## config.mk

```make
export PLATFORM = sky130hd
export DESIGN_NAME = easyaxi_slv_rd
export DESIGN_NICKNAME = d
export VERILOG_FILES = /design/src/rtl/easyaxi_slv_rd.sv
export SDC_FILE = /design/constraint.sdc
export NUM_CORES = 1
export LEC_CHECK = 0
export ABC_AREA = 1
export ABC_CLOCK_PERIOD_IN_PS = 2500
export CAP_MARGIN = 0
export CELL_PAD_IN_SITES_DETAIL_PLACEMENT = 0
export CELL_PAD_IN_SITES_GLOBAL_PLACEMENT = 1
export CORE_MARGIN = 2
export CORE_UTILIZATION = 34
export CTS_CLUSTER_SIZE = 10
export DETAILED_ROUTE_END_ITERATION = 10
export MAX_ROUTING_LAYER = met4
export PLACE_DENSITY_LB_ADDON = 0.1
export SYNTH_ARGS = -nofsm -noshare
export SYNTH_HDL_FRONTEND = slang
export SYNTH_SLANG_ARGS = --single-unit
```

## constraint.sdc

```tcl
create_clock -name clk -period 2.5 [get_ports clk]
set_input_delay 0.5 -clock clk [delete_from_list [all_inputs] [get_ports clk]]
set_output_delay 0.5 -clock clk [all_outputs]
set_load 0.005 [all_outputs]
```

## src/rtl/easyaxi_slv_rd.sv

```systemverilog
// -----------------------------------------------------------------------------
// easyaxi_slv_rd
//   AXI4 read-channel responder for the EASYAXI subsystem. It accepts one AR
//   request at a time and returns an R burst. Each beat's data is that beat's
//   byte address, zero-extended to DATA_WIDTH. No backing memory is needed, and
//   every read can be checked against its own address.
//
// Optional build macro:
//   EASYAXI_SLV_RD_RESP_EN - per-beat response checking.
//     * DECERR (11) for a beat whose address is >= ADDR_RANGE.
//     * SLVERR (10) for the whole burst when arsize exceeds the bus width.
//     * DECERR takes priority over SLVERR.
//     * Error beats carry rdata = 0.
//   When the macro is undefined, rresp is tied to OKAY (00).
//
// Parameters:
//   ADDR_WIDTH - araddr width in bits
//   DATA_WIDTH - rdata width in bits (power of two, 8..128)
//   ID_WIDTH   - arid / rid width
//   ADDR_RANGE - valid byte window [0, ADDR_RANGE), used only with the macro
//
// Ports:
//   clk, rst_n          - clock, asynchronous active-low reset
//   enable              - high allows new AR requests to be accepted
//   arvalid/arready     - AR handshake
//   arid, araddr, arlen,
//   arsize, arburst     - AR payload
//   rvalid/rready       - R handshake
//   rid, rdata, rresp,
//   rlast               - R payload (all registered)
// -----------------------------------------------------------------------------
module easyaxi_slv_rd #(
  parameter int ADDR_WIDTH = 16,
  parameter int DATA_WIDTH = 32,
  parameter int ID_WIDTH   = 4,
  parameter int ADDR_RANGE = 4096
) (
  input  logic                  clk,
  input  logic                  rst_n,
  input  logic                  enable,
  input  logic                  arvalid,
  output logic                  arready,
  input  logic [ID_WIDTH-1:0]   arid,
  input  logic [ADDR_WIDTH-1:0] araddr,
  input  logic [7:0]            arlen,
  input  logic [2:0]            arsize,
  input  logic [1:0]            arburst,
  output logic                  rvalid,
  input  logic                  rready,
  output logic [ID_WIDTH-1:0]   rid,
  output logic [DATA_WIDTH-1:0] rdata,
  output logic [1:0]            rresp,
  output logic                  rlast
);

  typedef enum logic {
    ST_IDLE  = 1'b0,
    ST_BURST = 1'b1
  } state_t;

  localparam logic [1:0] BURST_FIXED = 2'b00;
  localparam logic [1:0] BURST_WRAP  = 2'b10;

  localparam logic [1:0] RESP_OKAY = 2'b00;
`ifdef EASYAXI_SLV_RD_RESP_EN
  localparam logic [1:0] RESP_SLVERR = 2'b10;
  localparam logic [1:0] RESP_DECERR = 2'b11;
  localparam logic [2:0] MAX_SIZE    = 3'($clog2(DATA_WIDTH / 8));
`endif

  // ---------------------------------------------------------------------------
  // Registers
  // ---------------------------------------------------------------------------
  state_t                r_state;
  logic                  r_arready;
  logic                  r_rvalid;
  logic                  r_rlast;
  logic [ID_WIDTH-1:0]   r_id;
  logic [ADDR_WIDTH-1:0] r_addr;   // byte address of the beat currently on R
  logic [7:0]            r_len;
  logic [7:0]            r_cnt;    // index of the beat currently on R
  logic [2:0]            r_size;
  logic [1:0]            r_burst;
  logic [DATA_WIDTH-1:0] r_rdata;
  logic [1:0]            r_rresp;

  // ---------------------------------------------------------------------------
  // Combinational helpers
  // ---------------------------------------------------------------------------
  logic                  w_ar_hs;
  logic                  w_r_hs;
  logic [7:0]            w_cnt_next;
  logic [ADDR_WIDTH-1:0] w_step;
  logic [ADDR_WIDTH-1:0] w_wrap_mask;
  logic                  w_wrap_legal;
  logic [ADDR_WIDTH-1:0] w_next_addr;
  logic [1:0]            w_first_resp;
  logic [1:0]            w_next_resp;

  assign w_ar_hs    = (r_state == ST_IDLE) && arvalid && r_arready;
  assign w_r_hs     = r_rvalid && rready;
  assign w_cnt_next = r_cnt + 8'd1;

  // Next beat address. WRAP only wraps for 2, 4, 8 or 16 beats. Any other
  // length, and the reserved encoding 11, behave as INCR.
  always_comb begin
    // NOTE: every signal gets a default before the case. A path that leaves
    // a combinational output unassigned would infer a latch.
    w_step       = ADDR_WIDTH'(1) << r_size;
    // The wrap container is (len+1) * step bytes. The mask is container - 1.
    w_wrap_mask  = ((ADDR_WIDTH'(r_len) + ADDR_WIDTH'(1)) << r_size) - ADDR_WIDTH'(1);
    w_wrap_legal = (r_len == 8'd1) || (r_len == 8'd3) ||
                   (r_len == 8'd7) || (r_len == 8'd15);
    w_next_addr  = r_addr + w_step;
    case (r_burst)
      BURST_FIXED: w_next_addr = r_addr;
      BURST_WRAP: begin
        if (w_wrap_legal) begin
          w_next_addr = (r_addr & ~w_wrap_mask) | ((r_addr + w_step) & w_wrap_mask);
        end
      end
      default: ;
    endcase
  end

`ifdef EASYAXI_SLV_RD_RESP_EN
  // An out-of-window address outranks an oversized beat.
  function automatic logic [1:0] beat_resp(input logic [ADDR_WIDTH-1:0] addr,
                                           input logic [2:0]            size);
    if (64'(addr) >= 64'(ADDR_RANGE)) return RESP_DECERR;
    if (size > MAX_SIZE)              return RESP_SLVERR;
    return RESP_OKAY;
  endfunction

  assign w_first_resp = beat_resp(araddr, arsize);
  assign w_next_resp  = beat_resp(w_next_addr, r_size);
`else
  assign w_first_resp = RESP_OKAY;
  assign w_next_resp  = RESP_OKAY;
`endif

  // Error beats return zero data. Without response checking, resp is always
  // OKAY and this mux reduces to the zero-extended address.
  function automatic logic [DATA_WIDTH-1:0] beat_data(input logic [ADDR_WIDTH-1:0] addr,
                                                      input logic [1:0]            resp);
    return (resp == RESP_OKAY) ? DATA_WIDTH'(addr) : '0;
  endfunction

  // ---------------------------------------------------------------------------
  // Control FSM. Every output is registered.
  // ---------------------------------------------------------------------------
  // NOTE: sequential state uses non-blocking assignments only. All registers
  // then update together at the edge, independent of statement order.
  always_ff @(posedge clk or negedge rst_n) begin
    if (!rst_n) begin
      r_state   <= ST_IDLE;
      r_arready <= 1'b0;
      r_rvalid  <= 1'b0;
      r_rlast   <= 1'b0;
      r_id      <= '0;
      r_addr    <= '0;
      r_len     <= '0;
      r_cnt     <= '0;
      r_size    <= '0;
      r_burst   <= '0;
      r_rdata   <= '0;
      r_rresp   <= RESP_OKAY;
    end else begin
      case (r_state)
        ST_IDLE: begin
          r_arready <= enable;
          if (w_ar_hs) begin
            // Latch the request. The first beat is presented next cycle.
            r_state   <= ST_BURST;
            r_arready <= 1'b0;
            r_id      <= arid;
            r_addr    <= araddr;
            r_len     <= arlen;
            r_size    <= arsize;
            r_burst   <= arburst;
            r_cnt     <= 8'd0;
            r_rvalid  <= 1'b1;
            r_rlast   <= (arlen == 8'd0);
            r_rresp   <= w_first_resp;
            r_rdata   <= beat_data(araddr, w_first_resp);
          end
        end

        ST_BURST: begin
          // Without a handshake, every R payload register holds its value.
          if (w_r_hs) begin
            if (r_rlast) begin
              r_state   <= ST_IDLE;
              r_rvalid  <= 1'b0;
              r_rlast   <= 1'b0;
              // This gives a single idle cycle between bursts when enable is high.
              r_arready <= enable;
            end else begin
              r_addr    <= w_next_addr;
              r_cnt     <= w_cnt_next;
              r_rlast   <= (w_cnt_next == r_len);
              r_rresp   <= w_next_resp;
              r_rdata   <= beat_data(w_next_addr, w_next_resp);
            end
          end
        end

        default: r_state <= ST_IDLE;
      endcase
    end
  end

  assign arready = r_arready;
  assign rvalid  = r_rvalid;
  assign rid     = r_id;
  assign rdata   = r_rdata;
  assign rresp   = r_rresp;
  assign rlast   = r_rlast;

endmodule

```

Word-level counts from Yosys, hierarchy flattened
Cells that the tools add are included.
{"block": "totals", "latchBits": 0, "romBits": 0, "register_bits": 79, "out_inout_bits": 41, "n_memories": 0, "word_cells": 80, "input_bits": 38, "ram_bits": 0}
{"block": "op_classes", "n_mux": 34, "order_cmp": 0, "shifts": 2, "reduce_logical": 13, "n_bitwise": 5, "n_div": 0, "multipliers": 0, "eq_ne": 10, "add_sub_neg": 4}
{"cell": "2-to-1 mux 32 bit", "n": 3}
{"cell": "2-to-1 mux 16 bit", "n": 4}
{"cell": "one-hot mux 16 bit (2 select lines)", "n": 2}
{"cell": "one-hot mux 32 bit (2 select lines)", "n": 1}
{"cell": "bitwise AND 16 bit", "n": 2}
{"cell": "2-to-1 mux 8 bit", "n": 3}
{"cell": "adder 16 bit", "n": 1}
{"cell": "NOT 16 bit", "n": 1}
{"cell": "bitwise OR 16 bit", "n": 1}
{"cell": "one-hot mux 8 bit (2 select lines)", "n": 1}
{"cell": "<< shifter 1 x 3 -> 16 bit, first input constant", "n": 1}
{"cell": "<< shifter 9 x 3 -> 16 bit", "n": 1}
{"cell": "subtractor 16 x 1 -> 16 bit, second input constant", "n": 1}
{"cell": "2-to-1 mux 1 bit", "n": 12}
{"cell": "adder 8 x 1 -> 9 bit, second input constant", "n": 1}
{"cell": "adder 8 x 1 -> 8 bit, second input constant", "n": 1}
{"cell": "equality test 8 x 1 -> 1 bit, second input constant", "n": 1}
{"cell": "equality test 8 x 2 -> 1 bit, second input constant", "n": 1}
{"cell": "equality test 8 x 3 -> 1 bit, second input constant", "n": 1}
{"cell": "equality test 8 x 4 -> 1 bit, second input constant", "n": 1}
{"cell": "equality test 8 bit", "n": 1}
{"cell": "zero test 8 bit", "n": 1}
{"cell": "one-hot mux 1 bit (2 select lines)", "n": 4}
{"cell": "2-to-1 mux 2 bit", "n": 3}
{"cell": "other kinds (10)", "n": 19}

Logic depth before layout (Yosys ltp)
{"block": "logic_depth", "word_depth": 11, "ltp_mapped": 22, "mapped_depth_nobuf": 21}

Worst setup path before layout
OpenSTA, ideal clock, no wires.
{"block": "synth_timing", "path_type": "reg-to-reg", "from": "register r_size[1]", "to": "register (tool-made name)", "path_buffers": 2, "path_slack_ns": -0.238, "stages_incl_launch_ff": 21, "arrival_ns": 2.622, "required_ns": 2.384, "period_less_slack_ns": 2.738, "setup_ns": 0.116, "path_cell_list": "dfrtp_1 -> buf_2 -> clkbuf_1 -> nor3_1 -> ha_1 -> inv_1 -> fa_1 -> inv_1 -> a31oi_1 -> o21bai_1 -> nand2_1 -> nand2_1 -> nand2_1 -> nor2_1 -> nand3_1 -> xor2_1 -> nor2_1 -> nand2_1 -> nand2_1 -> nand2_1 -> nand2_1"}
{"item": "from (decl)", "line": "82", "rtl": "logic [2:0] r_size;"}
{"item": "from (signal assigned)", "line": "179", "rtl": "r_size <= arsize;"}

==> results list <==
* Result of the run: completed
- For this run, the post-layout net count is between 700 and 800.
- Entering global routing, the biggest net connects 30 pins.
* Final std cell area, no fill: between 0.005 and 0.006 sq mm
* Category of the critical setup timing path: flip-flop to flip-flop
- Cell seen most often among critical-path stages: sky130_fd_sc_hd__nand2_1
- Detailed placer's ending HPWL: just over 9000 um
* I/O pin count: slightly below 80
- Data on the critical path is required at its endpoint by 2.74 ns.
* Total count of hold-check failures in the final report: 0
* Cell count along the critical path: 18
* Internal cell power: roughly 3400 uW
- In this run the worst hold path is classified as input pin to asynchronous set/reset pin.
- RSZ-0062 raised after global routing: true
- Across every metal layer, demand over resource in global routing totals between 10% and 20%.
* Setup violations, final: 0
- The detailed router used layers up to and including met4.
* Vias in the first global route: between 3000 and 4000
* Die footprint: about 0.012 sq mm
- Buffers inserted during clock tree synthesis total 5.
- Total wirelength of the detailed-routed design: 11350 um
* Clock tree from TritonCTS: built
- Leak pwr: 0.002373 uW
* Prevailing post-synth register cell: sky130_fd_sc_hd__dfrtp_1
- Measured along the x axis, the die boundary spans approximately 110 um.
- The analysis attributes to net switching a power of 3369 uW.
* Final estimated routing congestion in global placement: between 0.8 and 0.9
- Tcrit/Tclk final: between 90% and 100%
- STA classifies the critical path startpoint as a flip-flop.
- Routed length on met2: between 5000 and 6000 um
- For this block, the initial DRC count from the detailed router was around 180.
- In the synthesized netlist, the number of instances is 566.
- The placed instances occupy a cell area of between 0.004 and 0.005 sq mm.
- During synthesis, Yosys emitted a total of 0 warnings.
* Total overflow reported by the global router: 0
- The multi-input combinational cells in the finished layout cover a total of around 0.0025 sq mm.
- The H-tree was split into 2 levels.
- Area added between synthesis and finish: 31.55%
- Combined area of all synthesized cells: around 0.004 sq mm
- The clock reaches the later pin of the worst-skew pair after approximately 0.30 ns.
- Highest clock rate: 406.7 MHz
- The worst setup path is captured at a flip-flop.
* Synth cell types: 50
* Combinational share of power: between 60% and 70%
* Non-filler instance count after layout: around 800
- Final-layout fill cell count: about 1200
- Core footprint: roughly 0.011 sq mm
- The initial antenna violation count is 0.
- Total power for the finished layout comes to 6721 uW.
- Total number of clock tree sinks: between 40 and 50
- A synthesized cell averages about 7 sq um.
- Dividing total power by cell area gives a power density of 1299 mW/mm^2.
* Seq cells post-synth: 45
- After synthesis, the share of flip-flops with an asynchronous set or reset is between 90% and 100%.
- Residual DRC count: 0
* Number of antenna diodes: 0
* Register share of total power: approximately a fifth
* Slowest-stage cell, CP: sky130_fd_sc_hd__dfrtp_1
- The tree is rooted in a sky130_fd_sc_hd__clkbuf_16.
- The number of buffers and inverters on the critical path is 2.
- Across all layers, the routed design uses roughly 3900 vias.
- Largest delay contributor family on the critical path: simple AND/OR/NAND/NOR gates
- Clock-pin slew was measured on the worst setup and hold paths at about 0.07 ns.
- Between clock sinks in the finished design, the worst skew comes to 0.005861 ns.
- The die is roughly 110 um tall.
* Met3 wire len: around 380 um
* Largest buffer count on any clock path: 2
- The first global-routing pass estimated ~19000 um of wire.
* Sequential cell area in the final layout: roughly 0.0011 sq mm
* Slowest cell delay on critical path: 0.40 ns
* Crit path max fanout: 3
- Crit path DAT: 2.70 ns
* Number of max-cap violations: 0
* Met1 wire length: between 5000 and 6000 um
- Using the TritonRoute via totals, the vias-per-cell ratio works out to 4.831.
* Clock period minus worst slack: around 2.5 ns
* Worst hold slack after final layout: around 0.057 ns
- Of the cells placed in the final design, the portion with a size suffix greater than 1 is 22.09%.
* Starting Density: about a third
* Cell row count: 39
* Number of I/O port buffers: 60
* Number of enable flip-flop cells after synthesis: 0
* Number of cells traversed by the worst register-to-register path: 18
- After detailed routing, the average wire length per cell comes to 14.12 um.
- In this run switching power makes up between 50 and 60% of total power.
- Sequential cells were found to cover around 29% of the synthesized design area.
* Cells along the critical path: nor3_2 -> ha_2 -> inv_2 -> fa_2 -> inv_2 -> a31oi_4 -> o21bai_2 -> nand2_1 -> nand2_2 -> nand2_4 -> nor2_4 -> nand3_2 -> xor2_1 -> nor2_1 -> nand2_1 -> nand2_1 -> nand2_1 -> nand2_1
* Number of iterations in the first detailed-routing pass: 4
- The worst-case IR drop observed on VDD is between 600 and 700 uV.
- Fraction of power consumed by the clock network: about a tenth
* Pins Over Slew Limit: 0
- The count of nets left with antenna violations once routing finished came out at 0.
- Number of placed cells counting well taps: 788
final cells by class:
class,count,share of cell area (%)
clock inverters,2,0.3143
inverters,61,4.545
clock buffers,5,2.418
well taps,143,3.457
multi-input cells,442,49.20
repair buffers,106,18.25
flip-flops and latches,45,21.81
Yosys cell counts, types with 3 or more instances:
cell type	instances	area [sq um]
sky130_fd_sc_hd__nand2_1	151	566.8
sky130_fd_sc_hd__inv_1	49	183.9
sky130_fd_sc_hd__nand3_1	47	235.2
sky130_fd_sc_hd__dfrtp_1	45	1126
sky130_fd_sc_hd__o21ai_0	42	210.2
sky130_fd_sc_hd__nor2_1	32	120.1
sky130_fd_sc_hd__buf_4	19	142.6
sky130_fd_sc_hd__nand2_2	19	118.9
sky130_fd_sc_hd__a21oi_1	18	90.09
sky130_fd_sc_hd__nand3_2	17	170.2
sky130_fd_sc_hd__ha_1	12	150.1
sky130_fd_sc_hd__xor2_1	10	87.58
sky130_fd_sc_hd__clkbuf_1	8	30.03
sky130_fd_sc_hd__inv_2	7	26.28
sky130_fd_sc_hd__nor2_4	7	78.83
sky130_fd_sc_hd__nor3_1	7	35.03
sky130_fd_sc_hd__o21ai_1	7	35.03
sky130_fd_sc_hd__buf_2	6	30.03
sky130_fd_sc_hd__nand4_1	5	31.28
sky130_fd_sc_hd__o22ai_1	5	31.28
sky130_fd_sc_hd__a21oi_2	4	35.03
sky130_fd_sc_hd__a31oi_1	4	25.02
sky130_fd_sc_hd__mux2i_1	4	40.04
sky130_fd_sc_hd__xnor2_1	4	35.03
sky130_fd_sc_hd__clkinv_1	3	11.26
sky130_fd_sc_hd__nor2_2	3	18.77
sky130_fd_sc_hd__nor4_1	3	18.77
layer usage:
| layer | vias to the layer above | GRT usage, % |
|---|---|---|
| li1 | 2025 | - |
| met1 | 1781 | 26.80 |
| met5 | - | - |
| met2 | 67 | 30.04 |
| met3 | 11 | 2.940 |
| met4 | 0 | 5.844 |
worst register-to-register path, stage by stage (launching register included):
cell	delay [ns]
sky130_fd_sc_hd__dfrtp_1	0.40
sky130_fd_sc_hd__nor3_2	0.21
sky130_fd_sc_hd__ha_2	0.21
sky130_fd_sc_hd__inv_2	0.04
sky130_fd_sc_hd__fa_2	0.32
sky130_fd_sc_hd__inv_2	0.08
sky130_fd_sc_hd__a31oi_4	0.09
sky130_fd_sc_hd__o21bai_2	0.17
sky130_fd_sc_hd__nand2_1	0.08
sky130_fd_sc_hd__nand2_2	0.09
sky130_fd_sc_hd__nand2_4	0.07
sky130_fd_sc_hd__nor2_4	0.13
sky130_fd_sc_hd__nand3_2	0.08
sky130_fd_sc_hd__xor2_1	0.14
sky130_fd_sc_hd__nor2_1	0.10
sky130_fd_sc_hd__nand2_1	0.05
sky130_fd_sc_hd__nand2_1	0.05
sky130_fd_sc_hd__nand2_1	0.04
sky130_fd_sc_hd__nand2_1	0.04
logic make-up after synthesis:
kind of cell | share of synthesized area [%]
muxes | 1.304
other | 0.09533
adders and majority gates | 4.326
AOI/OAI and AO/OA | 14.54
xor gates and xnor gates | 3.117
and+or+nand+nor | 36.13
DFF | 28.63
buffers and inverters | 11.86
final timing paths:
check	slack, ns	end	from
worst max-delay path	0.04	flip-flop	r_size[0]
worst min-delay path	0.06	r_cnt[7]	rst_n
worst max register to register	0.04	flip-flop	r_size[0]
worst min register to register	0.49	rid[3]	rid[3]
max in group asynchronous	1.88	asynchronous set/reset pin	rst_n
min in group clk	0.49	rid[3]	rid[3]
cells in the final DEF, fill, tap and decap left out, types with 7 or more instances in the layout:
| master | synthesis | layout |
|---|---|---|
| sky130_fd_sc_hd__nand2_1 | 151 | 147 |
| sky130_fd_sc_hd__clkdlybuf4s50_1 | 0 | 59 |
| sky130_fd_sc_hd__inv_1 | 49 | 47 |
| sky130_fd_sc_hd__nand3_1 | 47 | 45 |
| sky130_fd_sc_hd__buf_4 | 19 | 45 |
| sky130_fd_sc_hd__dfrtp_1 | 45 | 43 |
| sky130_fd_sc_hd__o21ai_0 | 42 | 37 |
| sky130_fd_sc_hd__nor2_1 | 32 | 27 |
| sky130_fd_sc_hd__nand2_2 | 19 | 22 |
| sky130_fd_sc_hd__nand3_2 | 17 | 19 |
| sky130_fd_sc_hd__a21oi_1 | 18 | 18 |
| sky130_fd_sc_hd__conb_1 | 1 | 18 |
| sky130_fd_sc_hd__o21ai_1 | 7 | 11 |
| sky130_fd_sc_hd__xor2_1 | 10 | 10 |
| sky130_fd_sc_hd__inv_2 | 7 | 8 |
| sky130_fd_sc_hd__nor2_4 | 7 | 8 |
| sky130_fd_sc_hd__nor2_2 | 3 | 7 |
| sky130_fd_sc_hd__ha_1 | 12 | 7 |
through the flow:
| step | setup TNS (ns) | setup WS (ns) | utilization, % |
|---|---|---|---|
| global placement | -0.02052 | -0.02052 | 42.52 |
| global route | -0.7848 | -0.2494 | 45.52 |
| floorplan | -0.1708 | -0.1226 | - |
| detailed placement | -0.2090 | -0.08384 | 42.52 |
| finish | 0 | 0.04128 | 45.52 |
| CTS | 0 | 0.006590 | 44.45 |
power groups by stage:
stage	logic, uW	registers (uW)	clock network [uW]
after floorplan	3070	1330	0
after detailed placement	4360	1420	0
after global placement	4340	1420	0
after global routing	5180	1490	731
after CTS	4440	1420	706
final	4610	1430	679
timing repair:
item | CTS | global route
setup endpoints to repair | 3 | 12
setup buffers | 6 | 4
hold buffers | 0 | 0
pin swaps | 8 | 11
resized for setup | 9 | 24
(Power assumes the default switching activity.)
